`src/rtl/airlock_pkg.sv`:
```
// airlock_pkg: shared types and default timing for the airlock sequencer.
// Holds the FSM state enum, side encoding and default dwell/timeout values.
package airlock_pkg;

  typedef enum logic [2:0] {
    ST_IDLE,
    ST_EQ_SRC,
    ST_OPEN_SRC,
    ST_CYCLE_DST,
    ST_OPEN_DST,
    ST_FAULT
  } state_t;

  typedef enum logic {
    SIDE_IN  = 1'b0,
    SIDE_OUT = 1'b1
  } side_t;

  localparam int DOOR_CYCLES_DEF  = 8;
  localparam int PUMP_TIMEOUT_DEF = 64;
  localparam int CNT_W_DEF        = 8;

  function automatic side_t opp(input side_t s);
    return (s == SIDE_IN) ? SIDE_OUT : SIDE_IN;
  endfunction

endpackage

```
`src/rtl/airlock_sequencer_if.sv`:
```
// airlock_sequencer_if: requests, chamber status, chamber controls, doors.
// master = sequencer (drives ctrl/doors/done/busy/fault); slave = chamber side.
interface airlock_sequencer_if;

  logic req_in;
  logic req_out;
  logic pressurized;
  logic evacuated;
  logic pressurize_ctrl;
  logic evacuate_ctrl;
  logic inner_open;
  logic outer_open;
  logic done_in;
  logic done_out;
  logic busy;
  logic fault;

  modport master (
    input  req_in, req_out,
    input  pressurized, evacuated,
    output pressurize_ctrl, evacuate_ctrl,
    output inner_open, outer_open,
    output done_in, done_out,
    output busy, fault
  );

  modport slave (
    output req_in, req_out,
    output pressurized, evacuated,
    input  pressurize_ctrl, evacuate_ctrl,
    input  inner_open, outer_open,
    input  done_in, done_out,
    input  busy, fault
  );

endinterface

```
`src/rtl/airlock_timer.sv`:
```
// airlock_timer: loadable down-counter shared by door dwell and pump timeout.
// Ports: clk, rst, load_i, load_val_i[CNT_W], expired_o (count is zero).
module airlock_timer #(
  parameter int CNT_W = 8
) (
  input  logic             clk,
  input  logic             rst,
  input  logic             load_i,
  input  logic [CNT_W-1:0] load_val_i,
  output logic             expired_o
);

  logic [CNT_W-1:0] cnt_q;
  logic [CNT_W-1:0] cnt_d;

  always_comb begin
    cnt_d = cnt_q;
    if (load_i) begin
      cnt_d = load_val_i;
    end else if (cnt_q != '0) begin
      cnt_d = cnt_q - CNT_W'(1);
    end
  end

  always_ff @(posedge clk or posedge rst) begin
    if (rst) begin
      cnt_q <= '0;
    end else begin
      cnt_q <= cnt_d;
    end
  end

  assign expired_o = (cnt_q == '0);

endmodule

```
`src/rtl/airlock_sequencer.sv`:
```
// airlock_sequencer: arbitrates inner/outer passages and interlocks the doors.
// Ports: clk, rst (async, high), al (master: req/status in, ctrl/door/done out).
module airlock_sequencer
  import airlock_pkg::*;
#(
  parameter int DOOR_CYCLES  = DOOR_CYCLES_DEF,
  parameter int PUMP_TIMEOUT = PUMP_TIMEOUT_DEF,
  parameter int CNT_W        = CNT_W_DEF
) (
  input  logic                clk,
  input  logic                rst,
  airlock_sequencer_if.master al
);

  localparam logic [CNT_W-1:0] DOOR_LD = CNT_W'(DOOR_CYCLES - 1);
  localparam logic [CNT_W-1:0] PUMP_LD = CNT_W'(PUMP_TIMEOUT - 1);

  state_t state_q, state_d;
  side_t  side_q, side_d;
  side_t  last_q, last_d;
  side_t  gnt;
  logic   pin_q, pin_d;
  logic   pout_q, pout_d;
  logic   press_q, press_d;
  logic   evac_q, evac_d;
  logic   inner_q, inner_d;
  logic   outer_q, outer_d;
  logic   din_q, din_d;
  logic   dout_q, dout_d;
  logic   busy_q, busy_d;
  logic   fault_q, fault_d;

  logic   eff_in, eff_out;
  logic   gnt_ok, src_ok, dst_ok;
  logic   tmr_load, tmr_exp;
  logic [CNT_W-1:0] tmr_val;

  assign eff_in  = pin_q | al.req_in;
  assign eff_out = pout_q | al.req_out;

  // Status that matches a side: pressurized for inner, evacuated for outer.
  assign gnt_ok = (gnt == SIDE_IN) ? al.pressurized : al.evacuated;
  assign src_ok = (side_q == SIDE_IN) ? al.pressurized : al.evacuated;
  assign dst_ok = (side_q == SIDE_IN) ? al.evacuated : al.pressurized;

  always_comb begin
    if (eff_in && !eff_out) begin
      gnt = SIDE_IN;
    end else if (eff_out && !eff_in) begin
      gnt = SIDE_OUT;
    end else if (al.pressurized) begin
      gnt = SIDE_IN;
    end else if (al.evacuated) begin
      gnt = SIDE_OUT;
    end else begin
      gnt = opp(last_q);
    end
  end

  always_comb begin
    state_d = state_q;
    side_d  = side_q;
    last_d  = last_q;
    pin_d   = eff_in;
    pout_d  = eff_out;
    din_d   = 1'b0;
    dout_d  = 1'b0;
    press_d = 1'b0;
    evac_d  = 1'b0;
    inner_d = 1'b0;
    outer_d = 1'b0;

    unique case (state_q)
      ST_IDLE: begin
        if (eff_in || eff_out) begin
          side_d  = gnt;
          last_d  = gnt;
          state_d = gnt_ok ? ST_OPEN_SRC : ST_EQ_SRC;
        end
      end
      ST_EQ_SRC: begin
        if (src_ok) begin
          state_d = ST_OPEN_SRC;
        end else if (tmr_exp) begin
          state_d = ST_FAULT;
        end
      end
      ST_OPEN_SRC: begin
        if (!src_ok) begin
          state_d = ST_FAULT;
        end else if (tmr_exp) begin
          state_d = ST_CYCLE_DST;
        end
      end
      ST_CYCLE_DST: begin
        if (dst_ok) begin
          state_d = ST_OPEN_DST;
        end else if (tmr_exp) begin
          state_d = ST_FAULT;
        end
      end
      ST_OPEN_DST: begin
        if (!dst_ok) begin
          state_d = ST_FAULT;
        end else if (tmr_exp) begin
          state_d = ST_IDLE;
          // A request sampled on this very edge is a new one and survives.
          if (side_q == SIDE_IN) begin
            din_d = 1'b1;
            pin_d = al.req_in;
          end else begin
            dout_d = 1'b1;
            pout_d = al.req_out;
          end
        end
      end
      ST_FAULT: begin
      end
      default: begin
        state_d = ST_FAULT;
      end
    endcase

    // Outputs are decoded from the next state so they register on entry.
    unique case (state_d)
      ST_EQ_SRC: begin
        if (side_d == SIDE_IN) press_d = 1'b1;
        else                   evac_d  = 1'b1;
      end
      ST_OPEN_SRC: begin
        if (side_d == SIDE_IN) inner_d = 1'b1;
        else                   outer_d = 1'b1;
      end
      ST_CYCLE_DST: begin
        if (side_d == SIDE_IN) evac_d  = 1'b1;
        else                   press_d = 1'b1;
      end
      ST_OPEN_DST: begin
        if (side_d == SIDE_IN) outer_d = 1'b1;
        else                   inner_d = 1'b1;
      end
      default: begin
      end
    endcase
  end

  assign busy_d  = (state_d != ST_IDLE);
  assign fault_d = (state_d == ST_FAULT);

  // Timer restarts on every state change; door states dwell, pump states time out.
  assign tmr_load = (state_d != state_q);
  assign tmr_val  = (state_d == ST_OPEN_SRC || state_d == ST_OPEN_DST)
                    ? DOOR_LD : PUMP_LD;

  airlock_timer #(
    .CNT_W(CNT_W)
  ) u_timer (
    .clk       (clk),
    .rst       (rst),
    .load_i    (tmr_load),
    .load_val_i(tmr_val),
    .expired_o (tmr_exp)
  );

  always_ff @(posedge clk or posedge rst) begin
    if (rst) begin
      state_q <= ST_IDLE;
      side_q  <= SIDE_IN;
      last_q  <= SIDE_IN;
      pin_q   <= 1'b0;
      pout_q  <= 1'b0;
      press_q <= 1'b0;
      evac_q  <= 1'b0;
      inner_q <= 1'b0;
      outer_q <= 1'b0;
      din_q   <= 1'b0;
      dout_q  <= 1'b0;
      busy_q  <= 1'b0;
      fault_q <= 1'b0;
    end else begin
      state_q <= state_d;
      side_q  <= side_d;
      last_q  <= last_d;
      pin_q   <= pin_d;
      pout_q  <= pout_d;
      press_q <= press_d;
      evac_q  <= evac_d;
      inner_q <= inner_d;
      outer_q <= outer_d;
      din_q   <= din_d;
      dout_q  <= dout_d;
      busy_q  <= busy_d;
      fault_q <= fault_d;
    end
  end

  assign al.pressurize_ctrl = press_q;
  assign al.evacuate_ctrl   = evac_q;
  assign al.inner_open      = inner_q;
  assign al.outer_open      = outer_q;
  assign al.done_in         = din_q;
  assign al.done_out        = dout_q;
  assign al.busy            = busy_q;
  assign al.fault           = fault_q;

endmodule

```
`src/flat_wrapper.sv`:
```
// flat-port wrapper written by rule: the top's interface ports become plain ports
module airlock_sequencer_flat import airlock_pkg::*;
#(
  parameter int DOOR_CYCLES  = DOOR_CYCLES_DEF,
  parameter int PUMP_TIMEOUT = PUMP_TIMEOUT_DEF,
  parameter int CNT_W        = CNT_W_DEF
)
  (clk, rst, al_req_in, al_req_out, al_pressurized, al_evacuated, al_pressurize_ctrl, al_evacuate_ctrl, al_inner_open, al_outer_open, al_done_in, al_done_out, al_busy, al_fault);
  airlock_sequencer_if al_i ();
  input  logic clk;
  input  logic rst;
  input wire logic [$bits(al_i.req_in)-1:0] al_req_in;
  input wire logic [$bits(al_i.req_out)-1:0] al_req_out;
  input wire logic [$bits(al_i.pressurized)-1:0] al_pressurized;
  input wire logic [$bits(al_i.evacuated)-1:0] al_evacuated;
  output wire logic [$bits(al_i.pressurize_ctrl)-1:0] al_pressurize_ctrl;
  output wire logic [$bits(al_i.evacuate_ctrl)-1:0] al_evacuate_ctrl;
  output wire logic [$bits(al_i.inner_open)-1:0] al_inner_open;
  output wire logic [$bits(al_i.outer_open)-1:0] al_outer_open;
  output wire logic [$bits(al_i.done_in)-1:0] al_done_in;
  output wire logic [$bits(al_i.done_out)-1:0] al_done_out;
  output wire logic [$bits(al_i.busy)-1:0] al_busy;
  output wire logic [$bits(al_i.fault)-1:0] al_fault;
  assign al_i.req_in = al_req_in;
  assign al_i.req_out = al_req_out;
  assign al_i.pressurized = al_pressurized;
  assign al_i.evacuated = al_evacuated;
  assign al_pressurize_ctrl = al_i.pressurize_ctrl;
  assign al_evacuate_ctrl = al_i.evacuate_ctrl;
  assign al_inner_open = al_i.inner_open;
  assign al_outer_open = al_i.outer_open;
  assign al_done_in = al_i.done_in;
  assign al_done_out = al_i.done_out;
  assign al_busy = al_i.busy;
  assign al_fault = al_i.fault;
  airlock_sequencer #(.DOOR_CYCLES(DOOR_CYCLES), .PUMP_TIMEOUT(PUMP_TIMEOUT), .CNT_W(CNT_W)) u_core (.clk(clk), .rst(rst), .al(al_i));
endmodule
```
`config.mk`:
```
export PLATFORM = sky130hd
export DESIGN_NAME = airlock_sequencer_flat
export DESIGN_NICKNAME = d
export VERILOG_FILES = /design/src/rtl/airlock_pkg.sv /design/src/rtl/airlock_sequencer_if.sv /design/src/rtl/airlock_timer.sv /design/src/rtl/airlock_sequencer.sv /design/src/flat_wrapper.sv
export SDC_FILE = /design/constraint.sdc
export NUM_CORES = 1
export LEC_CHECK = 0
export CORE_UTILIZATION = 58
export CTS_BUF_LIST = sky130_fd_sc_hd__clkbuf_8
export CTS_CLUSTER_SIZE = 12
export DETAILED_ROUTE_END_ITERATION = 10
export PLACE_DENSITY = 0.81
export SYNTH_ARGS = -nofsm -noshare
export SYNTH_HDL_FRONTEND = slang
export SYNTH_SLANG_ARGS = --single-unit
```
`constraint.sdc`:
```
create_clock -name clk -period 2.9 [get_ports clk]
set_input_delay 0.58 -clock clk [delete_from_list [all_inputs] [get_ports clk]]
set_output_delay 0.58 -clock clk [all_outputs]
set_load 0.02 [all_outputs]
```
==> key figures <==
Synth
  • Post-synth top area share: 0.4279
  • Net count of the mapped netlist: 151
  • Synth Area in XOR/XNOR: 0.01302
  • Compound-Gate Fraction of Synth Area: 0.2112
  • Synth Flop Type: dfrtp_1
  • Post-synth EDFFs: 0
  • Ys Warns: 0
  • Synth Area per Inst: 9.341 um2
  • Simple-gate share of the synthesized area: 0.2074
  • Cell count after synthesis: between 100 and 150
  • Top area cells in the synthesized netlist: dfrtp_1, mux2i_1, o21ai_0
  • Asr flop ratio synth: 1.000
  • Post-synth top area cell: dfrtp_1
  • Seq/Total Area, Yosys: 0.4279
  • Seq cells post-synth: 23
  • Multiplexer area fraction after synthesis: 0.06884
  • Post-synthesis instance area: 1345 um2
  • Adder-cell area share of the yosys netlist: 0.009302
  • Netlist cell types: 45
  • Largest family of logic cells by synthesized area: compound AO/OA/AOI/OAI gates

Setup path
  • Critical path startpoint category: primary input
  • CP Buf/Inv Count: 1
  • Critical Path AT: approximately 2.7 ns
  • WP data required: slightly above 3 ns
  • Crit-path cells: clkdlybuf4s50_1, mux2i_1, nand2_1, a31oi_1, a2bb2oi_1, o311a_1, mux2i_1
  • WP depth: 7
  • Crit-path slowest cell: clkdlybuf4s50_1
  • CP delay by family, top: compound AO/OA/AOI/OAI gates
  • Worst setup EP type: flip-flop
  • Max stage delay on crit path: 0.55 ns
  • Kind of critical path: primary input to flip-flop
  • Most numerous cell on the critical path: mux2i_1
  • CP Max Fanout: 9
  • Depth of the worst register-to-register path: 7

Drt
  • Wire per inst: approximately 15 um
  • Detailed Route Iter0 Violations: 17
  • DRC errors left: 0
  • Routed via count: about 1,100
  • Drt total wl: 2723 um
  • First-pass DRT Iterations: 4
  • Post-DRT Antenna Nets: 0
  • Post-DR vias/cell: around 6

Placement
  • GPL Wtd Cong: ~0.91
  • Placed cell areas: approximately 1500 um2
  • IO buf count: 13
  • DPL Wire Length: between 1500 and 2000 um

Layout
  • Area Overhead vs Synth: 12.19%
  • NumNets Final: 162
  • Diode count: 0
  • Final core utilization: 0.6887
  • Max reg flops: 8
  • Top reg by flops: u_core.u_timer.cnt_q
  • Largest regs: u_core.u_timer.cnt_q x8, u_core.state_q x3
  • FILL cells: 176
  • Layout cell share with drive strength beyond 1: 0.09740
  • Final instance area: ~1500 um2

Run status
  • Status: completed

Clocking
  • # H-tree levels: 1
  • Post-CTS Setup Inserts: 0
  • Num CTS Buffers: 3
  • Clk sinks: 23
  • Cts repair resizes: 0
  • Worst-path clk slew: ~0.080 ns
  • Hold bufs inserted after CTS: 0
  • Clock buffer depth: 2
  • Clk_lat worst skew: roughly 0.27 ns
  • CTS tree: done
  • Root buf cell: clkbuf_8

Hold path
  • Hold path depth: 1
  • Hold Path Class: flip-flop to flip-flop

Floorplan
  • Row cnt: 17
  • Die height: 50.16 um
  • Die X-Extent: between 50 and 60 um
  • Die ar.: roughly 2500 um2
  • Initial Util: 0.6139
  • Num ports: 14
  • Core area: 2191 um2

Job
  • Max-cap viol count: 0

Timing
  • RSZ-0062 raised after global routing: false
  • Min Tclk post-route: around 2.5 ns
  • Max Slew Vio Count: 0
  • Slew margin rel.: 0.4206
  • Setup TNS Final: 0 ns
  • Max Fclk: 392.5 MHz
  • Skew final: 0.002650 ns
  • Hold Violations, Final: 0
  • Post-route clock period utilization: 0.8785
  • Endpoints failing setup: 0
  • Least-Margin Pin Slew: slightly below 0.9 ns

Global route
  • Global-route wire length before repair: about 4600 um
  • Vias in the first global route: approximately 1,000
  • GRT overflow: 0
  • GRT Total Usage: 0.2436
  • Antenna violations before repair: 0
  • Largest net degree at the start of global routing: 24

Power
  • Leak: between 0.6 and 0.7 nW
  • Worst vdd ir: 0.0007724 V
  • P per Cell Area: just over 1000 nW/um2
## per-stage QoR
stage | hold WS [ns] | cells | setup slack, ns | total power [mW]
floorplan | 0.4638 | 144 | 0.7850 | 1.201
global placement | 0.4766 | 178 | 0.2461 | 1.306
detailed placement | 0.4877 | 178 | 0.1279 | 1.339
CTS | 0.5058 | 182 | 0.4004 | 1.536
global route | 0.5412 | 182 | 0.1698 | 1.657
finish | 0.5001 | 182 | 0.3524 | 1.541
## cell families after synthesis
logic type,after synthesis
AND/OR/NAND/NOR,52
AO/OA/AOI/OAI,41
flip-flops,23
buffers and inverters,16
multiplexers,9
XOR/XNOR,2
adder cells (fa/ha/maj),1
## metal layers
metal	track usage	vias to the layer above	routed length [um]
met2	0.3844	27	1309
li1	-	535	-
met5	0	-	0
met1	0.3226	534	1264
met3	0.03030	7	91
met4	0.1381	0	57
## synthesized netlist by cell type, types with 2 or more instances
cell type / n
clkbuf_1: 4
o21bai_1: 2
nor3_1: 5
a21boi_0: 3
nand2_2: 2
xnor2_1: 2
a22oi_1: 2
nand2b_1: 4
a21oi_1: 5
o21a_1: 3
a31oi_1: 2
nand3_1: 3
o21ai_0: 11
nor2_1: 6
buf_6: 3
nor2b_1: 4
mux2_2: 2
dfrtp_1: 23
inv_1: 8
mux2i_1: 7
a21oi_2: 3
nor4_1: 2
or3_1: 3
nand2_1: 14
## cell usage in the layout, fill, tap and decap left out, drive strengths merged, types with 3 or more instances in the layout
cell / count
a21boi: 3
a21oi: 8
clkbuf: 3
clkdlybuf4s50: 13
dfrtp: 23
inv: 9
mux2i: 7
nand2: 16
nand2b: 4
nand3: 3
nor2: 7
nor2b: 4
nor3: 5
o21a: 3
o21ai: 12
o21bai: 3
or3: 3
## power breakdown
part / switching [mW] / total, mW / internal (mW) / leakage [nW]
sequential: 0.132 / 0.555 / 0.423 / 0.268
clock: 0.102 / 0.197 / 0.0947 / 0.0269
combinational: 0.438 / 0.789 / 0.351 / 0.322
total: 0.672 / 1.54 / 0.869 / 0.616
## final timing paths
check	start	to	slack (ns)
setup / recovery	al_pressurized	u_core.u_timer.cnt_q[4]	0.35
hold / removal	u_core.last_q	u_core.last_q	0.50
setup reg to reg	u_core.u_timer.cnt_q[0]	u_core.al.busy	0.51
hold reg to reg	u_core.last_q	u_core.last_q	0.50
max in group asynchronous	rst	u_core.pout_q	1.58
min in group asynchronous	rst	u_core.al.inner_open	0.79
## area by class of cell
| class | instances | area [um2] | area share |
|---|---|---|---|
| clock buffers | 3 | 41.29 | 0.02736 |
| clock inverters | 1 | 3.754 | 0.002488 |
| inverters | 8 | 30.03 | 0.01990 |
| multi-input cells | 105 | 685.7 | 0.4544 |
| flip-flops and latches | 23 | 575.6 | 0.3814 |
| well taps | 28 | 35.03 | 0.02322 |
| repair buffers | 14 | 137.6 | 0.09121 |
(Power assumes the default switching activity.)
